==> src/rtl/ldl_cdc_ring_pkg.sv <==
// ---------------------------------------------------------------------------
// ldl_cdc_ring_pkg
// Shared definitions for both ends of the CDC ring.
//   RING_AW  : default log2 ring depth
//   DEPTH    : number of ring slots (1 << RING_AW), shared with the writer
//   bin2gray : binary -> Gray conversion
//   gray2bin : Gray -> binary conversion for a pointer of width w
// Both conversions work on a zero-extended 32-bit value, so any pointer
// width up to 32 bits can use them; callers cast the result back down.
// ---------------------------------------------------------------------------
package ldl_cdc_ring_pkg;

  localparam int RING_AW = 2;
  localparam int DEPTH   = 1 << RING_AW;

  function automatic logic [31:0] bin2gray(input logic [31:0] bin);
    return bin ^ (bin >> 1);
  endfunction

  // Bits above w are assumed zero on entry; they are masked off on exit so
  // a caller that passes a wider value still gets a clean w-bit result.
  function automatic logic [31:0] gray2bin(input logic [31:0] gray,
                                           input int          w);
    logic [31:0] bin;
    logic [31:0] mask;
    bin     = '0;
    bin[31] = gray[31];
    for (int i = 30; i >= 0; i--) begin
      bin[i] = bin[i+1] ^ gray[i];
    end
    mask = (w >= 32) ? '1 : ((32'd1 << w) - 32'd1);
    return bin & mask;
  endfunction

endpackage

==> src/rtl/ldl_sync_bus.sv <==
// ---------------------------------------------------------------------------
// ldl_sync_bus
// Multi-flop synchroniser for a bus that changes at most one bit per source
// update (a Gray-coded pointer). Pure flop chain, no logic between stages.
// Parameters:
//   W      bus width
//   LEVEL  number of flop stages (2 or more)
// Ports:
//   clk  destination-domain clock
//   rst  asynchronous active-high reset, clears every stage
//   d    bus from the foreign clock domain
//   q    synchronised bus (output of the last stage)
// ---------------------------------------------------------------------------
module ldl_sync_bus #(
  parameter int W     = 1,
  parameter int LEVEL = 2
) (
  input  logic         clk,
  input  logic         rst,
  input  logic [W-1:0] d,
  output logic [W-1:0] q
);

  // chain[0] is the metastability-catching stage, chain[LEVEL-1] the output.
  logic [LEVEL-1:0][W-1:0] chain;

  always_ff @(posedge clk or posedge rst) begin
    if (rst) begin
      chain <= '0;
    end else begin
      chain <= {chain[LEVEL-2:0], d};
    end
  end

  assign q = chain[LEVEL-1];

endmodule

==> src/rtl/ldl_cdc_ring_rd.sv <==
// ---------------------------------------------------------------------------
// ldl_cdc_ring_rd
// Read end of the CDC ring, entirely in the receive clock domain.
// Synchronises the writer's Gray pointer, pops ring slots in order into a
// single output register (valid/ready stream) and returns its own Gray read
// pointer to the writer straight from a flop.
// Parameters:
//   WIDTH  slot data width
//   AW     log2 ring depth; pointers carry one extra wrap bit (AW+1 bits)
//   LEVEL  synchroniser stages on wr_ptr_gray (2 or more)
// Ports:
//   clk          receive-domain clock
//   rst          asynchronous active-high reset
//   wr_ptr_gray  writer pointer, Gray code, asynchronous to clk
//   rd_addr      slot index presented to ring storage
//   rd_data      slot contents at rd_addr
//   rd_ptr_gray  registered read pointer, Gray code, back to the writer
//   dout         output word
//   dout_vld     dout holds a word
//   dout_rdy     consumer takes dout this cycle
//   level        registered ring occupancy seen by the reader
//   ovf          sticky: occupancy went beyond the ring depth
// ---------------------------------------------------------------------------
module ldl_cdc_ring_rd
  import ldl_cdc_ring_pkg::*;
#(
  parameter int WIDTH = 8,
  parameter int AW    = RING_AW,
  parameter int LEVEL = 2
) (
  input  logic             clk,
  input  logic             rst,
  input  logic [AW:0]      wr_ptr_gray,
  output logic [AW-1:0]    rd_addr,
  input  logic [WIDTH-1:0] rd_data,
  output logic [AW:0]      rd_ptr_gray,
  output logic [WIDTH-1:0] dout,
  output logic             dout_vld,
  input  logic             dout_rdy,
  output logic [AW:0]      level,
  output logic             ovf
);

  localparam int           PW    = AW + 1;
  localparam logic [AW:0]  SLOTS = PW'(1 << AW);

  logic [AW:0] wsync_gray;
  logic [AW:0] wsync_bin;
  logic [AW:0] rd_ptr_bin;
  logic [AW:0] rd_ptr_nxt;
  logic [AW:0] occ;
  logic        empty;
  logic        bad_occ;
  logic        pop;

  // Stage 0: bring the writer pointer into this domain.
  ldl_sync_bus #(
    .W     (PW),
    .LEVEL (LEVEL)
  ) u_wsync (
    .clk (clk),
    .rst (rst),
    .d   (wr_ptr_gray),
    .q   (wsync_gray)
  );

  // Pointer arithmetic on pre-edge values. The modulo-2^(AW+1) subtraction
  // falls out of the fixed pointer width.
  assign wsync_bin  = PW'(gray2bin(32'(wsync_gray), PW));
  assign occ        = wsync_bin - rd_ptr_bin;
  assign empty      = (occ == '0);
  assign bad_occ    = (occ > SLOTS);
  assign rd_ptr_nxt = rd_ptr_bin + 1'b1;
  assign rd_addr    = rd_ptr_bin[AW-1:0];

  // An impossible occupancy means the slot under rd_addr cannot be trusted,
  // so it blocks popping on the very edge it is detected as well as after.
  assign pop = !empty && !bad_occ && !ovf && (!dout_vld || dout_rdy);

  // Stage 1: output register, read pointer, occupancy and overflow flag.
  always_ff @(posedge clk or posedge rst) begin
    if (rst) begin
      rd_ptr_bin  <= '0;
      rd_ptr_gray <= '0;
      dout        <= '0;
      dout_vld    <= 1'b0;
      level       <= '0;
      ovf         <= 1'b0;
    end else begin
      level <= occ;
      if (bad_occ) begin
        ovf <= 1'b1;
      end
      if (pop) begin
        dout        <= rd_data;
        dout_vld    <= 1'b1;
        rd_ptr_bin  <= rd_ptr_nxt;
        rd_ptr_gray <= PW'(bin2gray(32'(rd_ptr_nxt)));
      end else if (ovf || bad_occ) begin
        dout_vld <= 1'b0;
      end else if (dout_rdy) begin
        // Word consumed with nothing behind it; dout keeps its last value.
        dout_vld <= 1'b0;
      end
    end
  end

endmodule

==> config.mk <==
export PLATFORM = sky130hd
export DESIGN_NAME = ldl_cdc_ring_rd
export DESIGN_NICKNAME = d
export VERILOG_FILES = /design/src/rtl/ldl_cdc_ring_pkg.sv /design/src/rtl/ldl_sync_bus.sv /design/src/rtl/ldl_cdc_ring_rd.sv
export SDC_FILE = /design/constraint.sdc
export NUM_CORES = 1
export LEC_CHECK = 0
export CORE_ASPECT_RATIO = 1.25
export CORE_MARGIN = 5
export CORE_UTILIZATION = 39
export CTS_BUF_LIST = sky130_fd_sc_hd__clkbuf_2 sky130_fd_sc_hd__clkbuf_4 sky130_fd_sc_hd__clkbuf_8
export CTS_CLUSTER_DIAMETER = 50
export CTS_CLUSTER_SIZE = 16
export DETAILED_ROUTE_END_ITERATION = 10
export PLACE_DENSITY = 0.79
export SYNTH_ARGS = -nofsm -noshare
export SYNTH_HDL_FRONTEND = slang
export SYNTH_SLANG_ARGS = --single-unit
==> constraint.sdc <==
create_clock -name clk -period 5.44 [get_ports clk]
set_clock_uncertainty 0.1 [all_clocks]
set_input_delay 0.816 -clock clk [delete_from_list [all_inputs] [get_ports clk]]
set_output_delay 0.816 -clock clk [all_outputs]
set_load 0.02 [all_outputs]
==> summary.txt, run 1 <==
=====================================================================================
Run status .............................................................    completed
Pin count of the biggest net entering global routing ...................           25
DIE HEIGHT .............................................................      65.3 um
Endpoint required time on the critical path ............................      5.54 ns
Endpoint kind of the worst setup timing path ...........................         flop
Hold-fix buffers at CTS ................................................            0
Wire length of the first global-routing pass ...........................      3.08 mm
EDFF count, synth ......................................................            0
Worst R2R Setup Slack ..................................................      2.21 ns
Capture instance of the worst register-to-register path ................ rd_ptr_gray[1]
Post-synthesis average cell area .......................................     15.9 um2
Switching Share ........................................................        33.0%
HPWL Detailed ..........................................................      1.29 mm
Cell types occupying the most area after synthesis ..................... sky130_fd_sc_hd__dfrtp_1, sky130_fd_sc_hd__mux2_2, sky130_fd_sc_hd__xnor2_1
Final antenna-violating net count ......................................            0
Leading register cell type out of synthesis ............................ sky130_fd_sc_hd__dfrtp_1
Via count of the first global-routing pass .............................          681
Number of antenna violations at the first check in global routing ......            0
Antenna Cells ..........................................................            0
DRC violation total after the first TritonRoute iteration ..............            4
Starting density of the core ...........................................        39.7%
Hold-critical path depth ...............................................            0
Final-report max-slew violation count ..................................            0
Core region area .......................................................     2400 um2
Max VDD drop ...........................................................     0.341 mV
Clock latency of the later-clocked register in the worst-skew pair .....      0.31 ns
Syn Inst Count .........................................................           60
Clock share of power ...................................................        16.7%
Wirelength per Cell ....................................................      13.0 um
Total non-filler cell area in the finished layout ......................     1350 um2
TritonCTS clock tree ...................................................        built
Cell with the largest stage delay on the worst path .................... sky130_fd_sc_hd__nor3b_4
Startpoint of the worst register-to-register path ...................... u_wsync.q[2]
Hold Slack .............................................................     0.266 ns
Crit path DAT ..........................................................      3.33 ns
Summed negative setup slack over all endpoints .........................         0 ns
Count of distinct cell types in the synthesized netlist ................           14
Logic pwr share ........................................................        46.8%
Clock-pin slew of the registers on the worst-case setup and hold paths .      0.12 ns
Kind of start point of the critical path ...............................         flop
Count of filler cells inserted in the layout ...........................          217
# DRC ..................................................................            0
Sink count of the clock tree ...........................................           24
Max-Slew Margin vs Limit ...............................................        43.1%
Number of standard-cell rows in the floorplan ..........................           20
Flip-flop and latch count after synthesis ..............................           24
Detailed-routing iteration count for the pre-antenna-repair pass .......            4
Number of max-cap violations ...........................................            0
Total area of sequential cells .........................................      601 um2
Worst min path class ................................................... flop to flop
Fraction of power consumed by sequential logic .........................        36.5%
Total CTS buffers ......................................................            3
Share of the clock period used by the worst path after layout ..........        59.4%
Static power due to leakage ............................................     0.572 nW
Peak per-stage delay on the critical path ..............................      0.57 ns
Number of top-level pins ...............................................           32
Time the final worst path needs with I/O delays and setup ..............      3.23 ns
Net Switching ..........................................................       247 uW
Top-area cell type share of the netlist area ...........................        63.0%
CTS root buf ........................................................... sky130_fd_sc_hd__clkbuf_4
Count of cells along the worst register-to-register path ...............           10
Post-Place Cell Area ...................................................     1290 um2
RePlAce Congestion .....................................................        0.712
Ordered cell list for the critical path ................................ xor2_1, xnor2_1, ha_1, inv_1, fa_1, xor2_1, xnor2_1, ha_1, nor3b_4, mux2_2
Clock H-tree levels ....................................................            1
Sink of the worst hold path ............................................ u_wsync.q[1]
Fin util ...............................................................        56.0%
Count of endpoints failing setup in the final report ...................            0
Synthesized net count ..................................................           78
WL final ...............................................................      1.65 mm
P per Cell Area ........................................................   557 nW/um2
Buffers added on ports .................................................           31
Number of buffers between clock root and the deepest sink ..............            2
Number of warnings reported in the yosys synthesis log .................            0
Sequential fraction of the synthesis area ..............................        63.0%
Most area-hungry cell type in the Yosys netlist ........................ sky130_fd_sc_hd__dfrtp_1
Pin slew with the least headroom to its limit ..........................     0.853 ns
Setup bufs post-CTS ....................................................            0
GR Util All Layers .....................................................        12.0%
Int Power ..............................................................       503 uW
Vias per std cell ......................................................         4.46
Summed instance area of the synthesized netlist ........................      953 um2
Fraction of synthesis flops using an asynchronous set or reset pin .....         100%
Fraction of final layout cells with drive strength greater than 1 ......        19.1%
Area used by multi-input combinational logic ...........................      323 um2
Count of vias placed by the detailed router ............................          567
Count of cells resized by post-cts repair ..............................            0
Crit path kind ......................................................... flop to flop
Unrepaired setup endpoints after global routing ........................           no
Final count of hold timing violations ..................................            0
Synthesis-to-finish area growth ........................................        41.2%
Largest driver fanout on the critical path .............................           13
Net count, final .......................................................          113
Worst min-delay path startpoint ........................................ u_wsync.chain[1]
DIE AREA ...............................................................     3540 um2
Max frequency ..........................................................      309 MHz
Die Wd .................................................................      54.2 um
Overflow after GRT .....................................................            0
=====================================================================================
[layout by cell type, fill, tap and decap left out]
cell type	n
sky130_fd_sc_hd__a21o_2	1
sky130_fd_sc_hd__bufinv_16	1
sky130_fd_sc_hd__clkbuf_4	3
sky130_fd_sc_hd__clkdlybuf4s50_1	31
sky130_fd_sc_hd__dfrtp_1	24
sky130_fd_sc_hd__fa_1	1
sky130_fd_sc_hd__ha_1	3
sky130_fd_sc_hd__inv_1	5
sky130_fd_sc_hd__mux2_2	11
sky130_fd_sc_hd__nand2b_1	1
sky130_fd_sc_hd__nand4bb_1	1
sky130_fd_sc_hd__nor2_1	1
sky130_fd_sc_hd__nor2b_4	1
sky130_fd_sc_hd__nor3b_4	1
sky130_fd_sc_hd__xnor2_1	6
sky130_fd_sc_hd__xor2_1	3
[cells in the mapped netlist (3+ instances only)]
| library cell | instances |
|---|---|
| sky130_fd_sc_hd__xnor2_1 | 6 |
| sky130_fd_sc_hd__xor2_1 | 3 |
| sky130_fd_sc_hd__inv_1 | 5 |
| sky130_fd_sc_hd__mux2_2 | 11 |
| sky130_fd_sc_hd__ha_1 | 3 |
| sky130_fd_sc_hd__dfrtp_1 | 24 |
[metrics by stage]
stage	setup WS (ns)	instances	total power, mW
3_5_place_dp	2.19	123	0.635
3_3_place_gp	2.30	123	0.619
4_1_cts	2.17	127	0.762
2_1_floorplan	2.54	60	0.477
5_1_grt	1.94	127	0.805
6_report	2.21	127	0.750
[cell type report]
type | count | area share (%)
clock buffer | 3 | 1.67
clock inverter | 1 | 2.23
inverter | 5 | 1.39
multi-input combinational | 30 | 24.0
sequential | 24 | 44.6
tap | 33 | 3.07
timing repair buffer | 31 | 23.0
[metal layers]
layer / vias to the layer above / track usage (%) / wire length, um
met4: 0 / 5.61 / 18
met2: 17 / 19.8 / 911
met3: 2 / 2.95 / 86
li1: 263 / - / -
met1: 285 / 14.1 / 633
met5: - / 0 / 0
[worst max path at each step]
stage	end	slack [ns]	startpoint
after floorplan	dout[0]	2.54	u_wsync.q[2]
after detailed placement	dout[6]	2.19	u_wsync.q[2]
after global placement	dout[0]	2.30	u_wsync.q[2]
final	rd_ptr_gray[1]	2.21	u_wsync.q[2]
after CTS	dout[6]	2.17	u_wsync.q[2]
after global routing	dout[0]	1.94	u_wsync.q[2]
[cell families after synthesis]
group                      count (synthesis)  synth area share, %
AOI/OAI and AO/OA                          1                0.919
xor gates and xnor gates                   9                 8.27
adders and majority gates                  4                 6.04
buffers and inverters                      6                 3.15
DFF                                       24                 63.0
muxes                                     11                 13.0
and+or+nand+nor                            5                 5.64
[sequential cells by signal, summed over array words and instances, names as in the netlist]
name / count
dout_vld: 1
u_wsync.q: 3
level: 3
ovf: 1
rd_ptr_gray: 3
u_wsync.chain: 3
rd_ptr_bin: 2
dout: 8
[worst max-delay path, delay by kind of cell (launching register included)]
kind	cells	cell delay, ns
xor gates and xnor gates	4	0.76
and+or+nand+nor	1	0.57
DFF	1	0.42
adders and majority gates	3	0.83
muxes	1	0.40
buffers and inverters	1	0.05
[power groups by stage]
stage	Sequential (mW)	Combinational [mW]	Clock, mW
2_1_floorplan	0.347	0.130	0
3_3_place_gp	0.276	0.343	0
3_5_place_dp	0.279	0.356	0
4_1_cts	0.275	0.358	0.129
5_1_grt	0.286	0.382	0.138
6_report	0.274	0.352	0.125
Power figures use the tool's default switching activity.
==> inputs of run 2 (changes only) <==
- PLACE_DENSITY: 0.79 -> 0.82
- clock period: 5.44 -> 2.73 ns (I/O delays scaled with it)
==> summary.txt, run 2 (synthesis gave the netlist of run 1 again) <==
=====================================================================================
Violations in the final reports ........................................ setup timing
Count of filler cells inserted in the layout ...........................          212   -2.3%
DIE HEIGHT .............................................................      65.3 um   unchanged
Worst R2R Setup Slack ..................................................     -0.17 ns   -2.38 ns
HPWL Detailed ..........................................................      1.31 mm   +1.6%
Startpoint of the worst register-to-register path ...................... u_wsync.q[1]
Count of endpoints failing setup in the final report ...................           11   +11
Wirelength per Cell ....................................................      13.1 um   +0.87%
DRC violation total after the first TritonRoute iteration ..............            8   +4
# DRC ..................................................................            0   unchanged
Largest driver fanout on the critical path .............................           13   unchanged
Area used by multi-input combinational logic ...........................      350 um2   +8.5%
Number of top-level pins ...............................................           32   unchanged
Count of vias placed by the detailed router ............................          592   +4.4%
Endpoint kind of the worst setup timing path ...........................         flop
Design Power ...........................................................      1.51 mW   +100%
Vias per std cell ......................................................         4.45   -0.30%
GR Util All Layers .....................................................        11.8%   -0.22 points
Critical path startpoint ............................................... u_wsync.q[1]
Final count of hold timing violations ..................................            0   unchanged
Worst min-delay path startpoint ........................................ u_wsync.chain[1]
Endpoint required time on the critical path ............................      2.84 ns   -2.70 ns
Crit path DAT ..........................................................      3.00 ns   -0.33 ns
Sink count of the clock tree ...........................................           24   unchanged
Worst Slack Setup Final ................................................    -0.167 ns   -2.38 ns
TritonCTS clock tree ...................................................        built
Number of antenna violations at the first check in global routing ......            0   unchanged
Max VDD drop ...........................................................     0.525 mV   +54%
RePlAce Congestion .....................................................        0.722   +1.4%
Most used cells in the layout excluding fill and tap cells ............. sky130_fd_sc_hd__clkdlybuf4s50_1, sky130_fd_sc_hd__dfrtp_1, sky130_fd_sc_hd__mux2_2, sky130_fd_sc_hd__xnor2_1, sky130_fd_sc_hd__buf_4
Wire length of the first global-routing pass ...........................      2.90 mm   -6.0%
Total CTS buffers ......................................................            3   unchanged
Core region area .......................................................     2400 um2   unchanged
Detailed-routing iteration count for the pre-antenna-repair pass .......            2   -2
Die Wd .................................................................      54.2 um   unchanged
Share of the clock period used by the worst path after layout ..........         106%   +47 points
Crit path kind ......................................................... flop to flop
Time the final worst path needs with I/O delays and setup ..............      2.90 ns   -0.334 ns
Number of buffers between clock root and the deepest sink ..............            2   unchanged
Met3 demand-to-capacity share in global routing ........................        3.17%   +0.23 points
Cell with the largest stage delay on the worst path .................... sky130_fd_sc_hd__dfrtp_1
Overflow after GRT .....................................................            0   unchanged
Buffers added on ports .................................................           31   unchanged
P per Cell Area ........................................................  1070 nW/um2   +91%
WL final ...............................................................      1.74 mm   +5.6%
Met1 track demand over resource ........................................        13.9%   -0.25 points
Number of standard-cell rows in the floorplan ..........................           20   unchanged
Net count, final .......................................................          119   +5.3%
Final antenna-violating net count ......................................            0   unchanged
Fraction of final layout cells with drive strength greater than 1 ......        29.0%   +9.9 points
Kind of start point of the critical path ...............................         flop
Number of max-cap violations ...........................................            0   unchanged
Synthesis-to-finish area growth ........................................        48.4%
Clock H-tree levels ....................................................            1   unchanged
Starting density of the core ...........................................        39.7%   unchanged
CTS root buf ........................................................... sky130_fd_sc_hd__clkbuf_4
Max-Slew Margin vs Limit ...............................................        41.4%   -1.7 points
Pre-CTS setup slack ....................................................    -0.202 ns   -2.39 ns
Run status ............................................................. complete, but fails checks
Peak per-stage delay on the critical path ..............................      0.42 ns   -0.15 ns
Pin count of the biggest net entering global routing ...................           25   unchanged
Via count of the first global-routing pass .............................          624   -8.4%
Met2 Use GR ............................................................        18.7%   -1.0 points
Ordered cell list for the critical path ................................ xor2_2, xnor2_2, ha_2, inv_2, fa_2, xor2_1, xnor2_1, ha_1, nor3b_4, buf_12, mux2_2
Pin slew with the least headroom to its limit ..........................     0.878 ns   +0.0257 ns
Unrepaired setup endpoints after global routing ........................          yes
Layer with the highest usage after global routing ......................         met2
DIE AREA ...............................................................     3540 um2   unchanged
Clock latency of the later-clocked register in the worst-skew pair .....      0.31 ns   about the same
Worst min path class ................................................... flop to flop
Largest register FFs ...................................................            8   unchanged
Static power due to leakage ............................................     0.607 nW   +6.0%
Max frequency ..........................................................      345 MHz   +12%
Antenna Cells ..........................................................            0   unchanged
Top reg by flops .......................................................         dout
Most common library cell in the layout ignoring fill and taps .......... sky130_fd_sc_hd__clkdlybuf4s50_1
Final-report max-slew violation count ..................................            0   unchanged
Total area of sequential cells .........................................      601 um2   unchanged
Clock-pin slew of the registers on the worst-case setup and hold paths .      0.12 ns   about the same
=====================================================================================
-- run 2: worst max-delay path: cells and delay by family, from the launching register on --
kind / cells / cell delay [ns]
xor gates and xnor gates: 4 / 0.68
adders and majority gates: 3 / 0.83
buffers and inverters: 2 / 0.20
DFF: 1 / 0.42
muxes: 1 / 0.33
and+or+nand+nor: 1 / 0.22
-- run 2: where the power goes --
part	internal, mW	total (mW)	switching, mW	leakage (nW)
clock	0.0814	0.181	0.0995	0.0210
combinational	0.448	0.789	0.341	0.297
sequential	0.473	0.538	0.0647	0.289
total	1.00	1.51	0.506	0.607
-- run 2: layer usage --
layer	routed length, um	share of wire, %
met3	106	6.1
met2	941	54
met5	0	0
met1	636	36
met4	59	3.4
-- run 2: area by class of cell --
| cell class | count | area share [%] |
|---|---|---|
| well taps | 33 | 2.92 |
| multi-input cells | 30 | 24.8 |
| repair buffers | 37 | 26.0 |
| clock buffers | 4 | 2.56 |
| flip-flops and latches | 24 | 42.4 |
| inverters | 5 | 1.33 |
-- run 2: final timing paths --
check,depth (start not counted),endpoint
setup reg to reg,11,dout[4]
max in group asynchronous,2,dout[5]
min in group asynchronous,2,u_wsync.chain[2]
setup / recovery,11,dout[4]
hold / removal,0,u_wsync.q[1]
hold reg to reg,0,u_wsync.q[1]
-- run 2: what timing repair did --
action | in CTS | in global routing
gates resized for setup | 3 | 1
setup buffers | 0 | 2
endpoints found under the setup margin | 12 | 13
hold buffers | 0 | 0
pin swaps | 1 | 0
-- run 2: per-stage QoR --
| step | hold slack, ns | cell area, um2 | TNS, ns | util [%] | instances |
|---|---|---|---|---|---|
| final | 0.268 | 1420 | -1.77 | 58.9 | 133 |
| after global placement | 0.231 | 1350 | -0.607 | 56.1 | 127 |
| after global routing | 0.280 | 1420 | -3.40 | 58.9 | 133 |
| after detailed placement | 0.240 | 1350 | -2.03 | 56.1 | 127 |
| after CTS | 0.268 | 1390 | -2.01 | 58.0 | 131 |
| after floorplan | 0.231 | 966 | -0.788 | - | 60 |
==> inputs of run 3 (changes only) <==
- CORE_UTILIZATION: 39 -> 42
- GPL_ROUTABILITY_DRIVEN: unset -> 0
- PLACE_DENSITY: 0.82 -> 0.86
- SLEW_MARGIN: unset -> 15
==> summary.txt, run 3 (synthesis gave the netlist of run 1 again) <==
=====================================================================================
Run status ............................................................. complete, but fails checks
Violations in the final reports ........................................ setup timing
Worst min path class ................................................... flop to flop
Crit path kind ......................................................... flop to flop
Total non-filler cell area in the finished layout ......................     1430 um2   +1.1%
Share of the clock period used by the worst path after layout ..........         108%   +1.7 points
Number of antenna violations at the first check in global routing ......            0   unchanged
Net count, final .......................................................          121   +1.7%
Most common library cell in the layout ignoring fill and taps .......... sky130_fd_sc_hd__clkdlybuf4s50_1
Startpoint of the worst register-to-register path ...................... u_wsync.q[2]
Clock-pin slew of the registers on the worst-case setup and hold paths .      0.12 ns   about the same
Detailed-routing iteration count for the pre-antenna-repair pass .......            1   -1
Via count of the first global-routing pass .............................          635   +1.8%
Wirelength per Cell ....................................................      14.8 um   +13%
Largest driver fanout on the critical path .............................            5   -8
Number of buffers between clock root and the deepest sink ..............            2   unchanged
Post-Place Cell Area ...................................................     1340 um2   -0.56%
Largest register FFs ...................................................            8   unchanged
TritonCTS clock tree ...................................................        built
WL final ...............................................................      1.95 mm   +12%
Endpoint required time on the critical path ............................      2.84 ns   about the same
Final antenna-violating net count ......................................            0   unchanged
GR Util All Layers .....................................................        12.6%   +0.82 points
Max-Slew Margin vs Limit ...............................................        41.8%   +0.39 points
Pre-CTS setup slack ....................................................    -0.203 ns   -0.00105 ns
Worst Slack Setup Final ................................................    -0.215 ns   -0.0477 ns
Clock latency of the later-clocked register in the worst-skew pair .....      0.31 ns   about the same
Starting density of the core ...........................................        43.6%   +3.9 points
Fin util ...............................................................        65.4%   +6.5 points
Overflow after GRT .....................................................            0   unchanged
Max VDD drop ...........................................................     0.756 mV   +44%
Pin slew with the least headroom to its limit ..........................     0.873 ns   -0.00582 ns
Pin count of the biggest net entering global routing ...................           25   unchanged
Synthesis-to-finish area growth ........................................        50.1%
Endpoint kind of the worst setup timing path ...........................         flop
HPWL Detailed ..........................................................      1.46 mm   +11%
Core region area .......................................................     2190 um2   -9.0%
Number of standard-cell rows in the floorplan ..........................           19   -5.0%
DRC violation total after the first TritonRoute iteration ..............            0   -8
DIE AREA ...............................................................     3330 um2   -6.0%
Wire length of the first global-routing pass ...........................      2.95 mm   +1.9%
Final-report max-slew violation count ..................................            0   unchanged
Most used cells in the layout excluding fill and tap cells ............. sky130_fd_sc_hd__clkdlybuf4s50_1, sky130_fd_sc_hd__dfrtp_1, sky130_fd_sc_hd__mux2_4, sky130_fd_sc_hd__xnor2_1, sky130_fd_sc_hd__mux2_2
Number of max-cap violations ...........................................            0   unchanged
Vias per std cell ......................................................         4.54   +1.9%
Buffers added on ports .................................................           31   unchanged
Max frequency ..........................................................      340 MHz   -1.6%
Count of vias placed by the detailed router ............................          599   +1.2%
Total CTS buffers ......................................................            3   unchanged
Worst min-delay path startpoint ........................................ u_wsync.chain[0]
Crit path DAT ..........................................................      3.05 ns   +0.05 ns
Final count of hold timing violations ..................................            0   unchanged
P per Cell Area ........................................................  1040 nW/um2   -2.6%
# DRC ..................................................................            0   unchanged
DIE HEIGHT .............................................................      63.3 um   -3.1%
Fraction of final layout cells with drive strength greater than 1 ......        29.7%   +0.70 points
Count of endpoints failing setup in the final report ...................           12   +1
Kind of start point of the critical path ...............................         flop
Antenna Cells ..........................................................            0   unchanged
Hold Slack .............................................................     0.262 ns   -0.00641 ns
Sink count of the clock tree ...........................................           24   unchanged
Number of top-level pins ...............................................           32   unchanged
Count of filler cells inserted in the layout ...........................          175   -17%
Clock H-tree levels ....................................................            1   unchanged
Die Wd .................................................................      52.6 um   -3.0%
Unrepaired setup endpoints after global routing ........................          yes
Static power due to leakage ............................................     0.618 nW   +1.8%
Critical path startpoint ............................................... u_wsync.q[2]
Top reg by flops .......................................................         dout
Time the final worst path needs with I/O delays and setup ..............      2.94 ns   +0.0477 ns
CTS root buf ........................................................... sky130_fd_sc_hd__clkbuf_4
=====================================================================================
[run 3: changes by cell type in the layout (fill, tap and decap cells not counted), sizes merged]
| cell | delta |
|---|---|
| clkbuf | -1 |
| buf | +2 |
[run 3: layout make-up]
| type | count | area, um2 | share of cell area, % |
|---|---|---|---|
| inverters | 5 | 18.8 | 1.31 |
| repair buffers | 39 | 385 | 26.9 |
| well taps | 31 | 38.8 | 2.71 |
| multi-input cells | 30 | 365 | 25.5 |
| clock buffers | 3 | 22.5 | 1.57 |
| flip-flops and latches | 24 | 601 | 42.0 |
[run 3: worst max-delay path, cell delays in order (launching register included)]
cell and delay (ns):
sky130_fd_sc_hd__dfrtp_1 0.43, sky130_fd_sc_hd__xor2_2 0.19, sky130_fd_sc_hd__xnor2_1 0.15, sky130_fd_sc_hd__ha_2 0.19
sky130_fd_sc_hd__inv_2 0.04, sky130_fd_sc_hd__fa_2 0.35, sky130_fd_sc_hd__xor2_2 0.16, sky130_fd_sc_hd__xnor2_1 0.15
sky130_fd_sc_hd__ha_1 0.32, sky130_fd_sc_hd__nor3b_4 0.27, sky130_fd_sc_hd__buf_6 0.16, sky130_fd_sc_hd__mux2_2 0.34
[run 3: report_power, final]
group	switching [mW]	leakage, nW	internal [mW]
logic	0.347	0.316	0.435
clock network	0.0982	0.0138	0.0516
registers	0.0807	0.289	0.473
[run 3: timing repair]
| item | in CTS | in global routing |
|---|---|---|
| pin swaps | 0 | 4 |
| setup endpoints to repair | 11 | 13 |
| buffers inserted | 0 | 3 |
| gates cloned | 0 | 0 |
| resized for setup | 0 | 12 |
| hold buffers | 0 | 0 |
[run 3: routing by layer]
layer	wire length, um	global-route usage [%]	part of all wire, %	vias to the layer above
met5	0	0	0	-
met4	43	6.71	2.2	0
met3	85	3.54	4.4	5
met2	1080	21.4	56	19
met1	735	13.6	38	297
li1	-	-	-	278
[run 3: final timing paths]
kind                                    endpoint  slack, ns  cells after the start
worst min-delay path                u_wsync.q[0]       0.26                      0
worst max register to register    rd_ptr_gray[1]      -0.21                     11
max in group asynchronous       u_wsync.chain[2]       1.53                      2
worst min register to register      u_wsync.q[0]       0.26                      0
worst max-delay path              rd_ptr_gray[1]      -0.21                     11
min in group asynchronous                dout[0]       0.47                      2
[run 3: per-stage QoR]
stage	TNS, ns	instances	total power, mW
3_5_place_dp	-2.07	126	1.29
2_1_floorplan	-0.788	60	0.956
3_3_place_gp	-0.865	126	1.24
4_1_cts	-2.15	129	1.44
6_report	-2.15	132	1.49
5_1_grt	-3.72	132	1.59
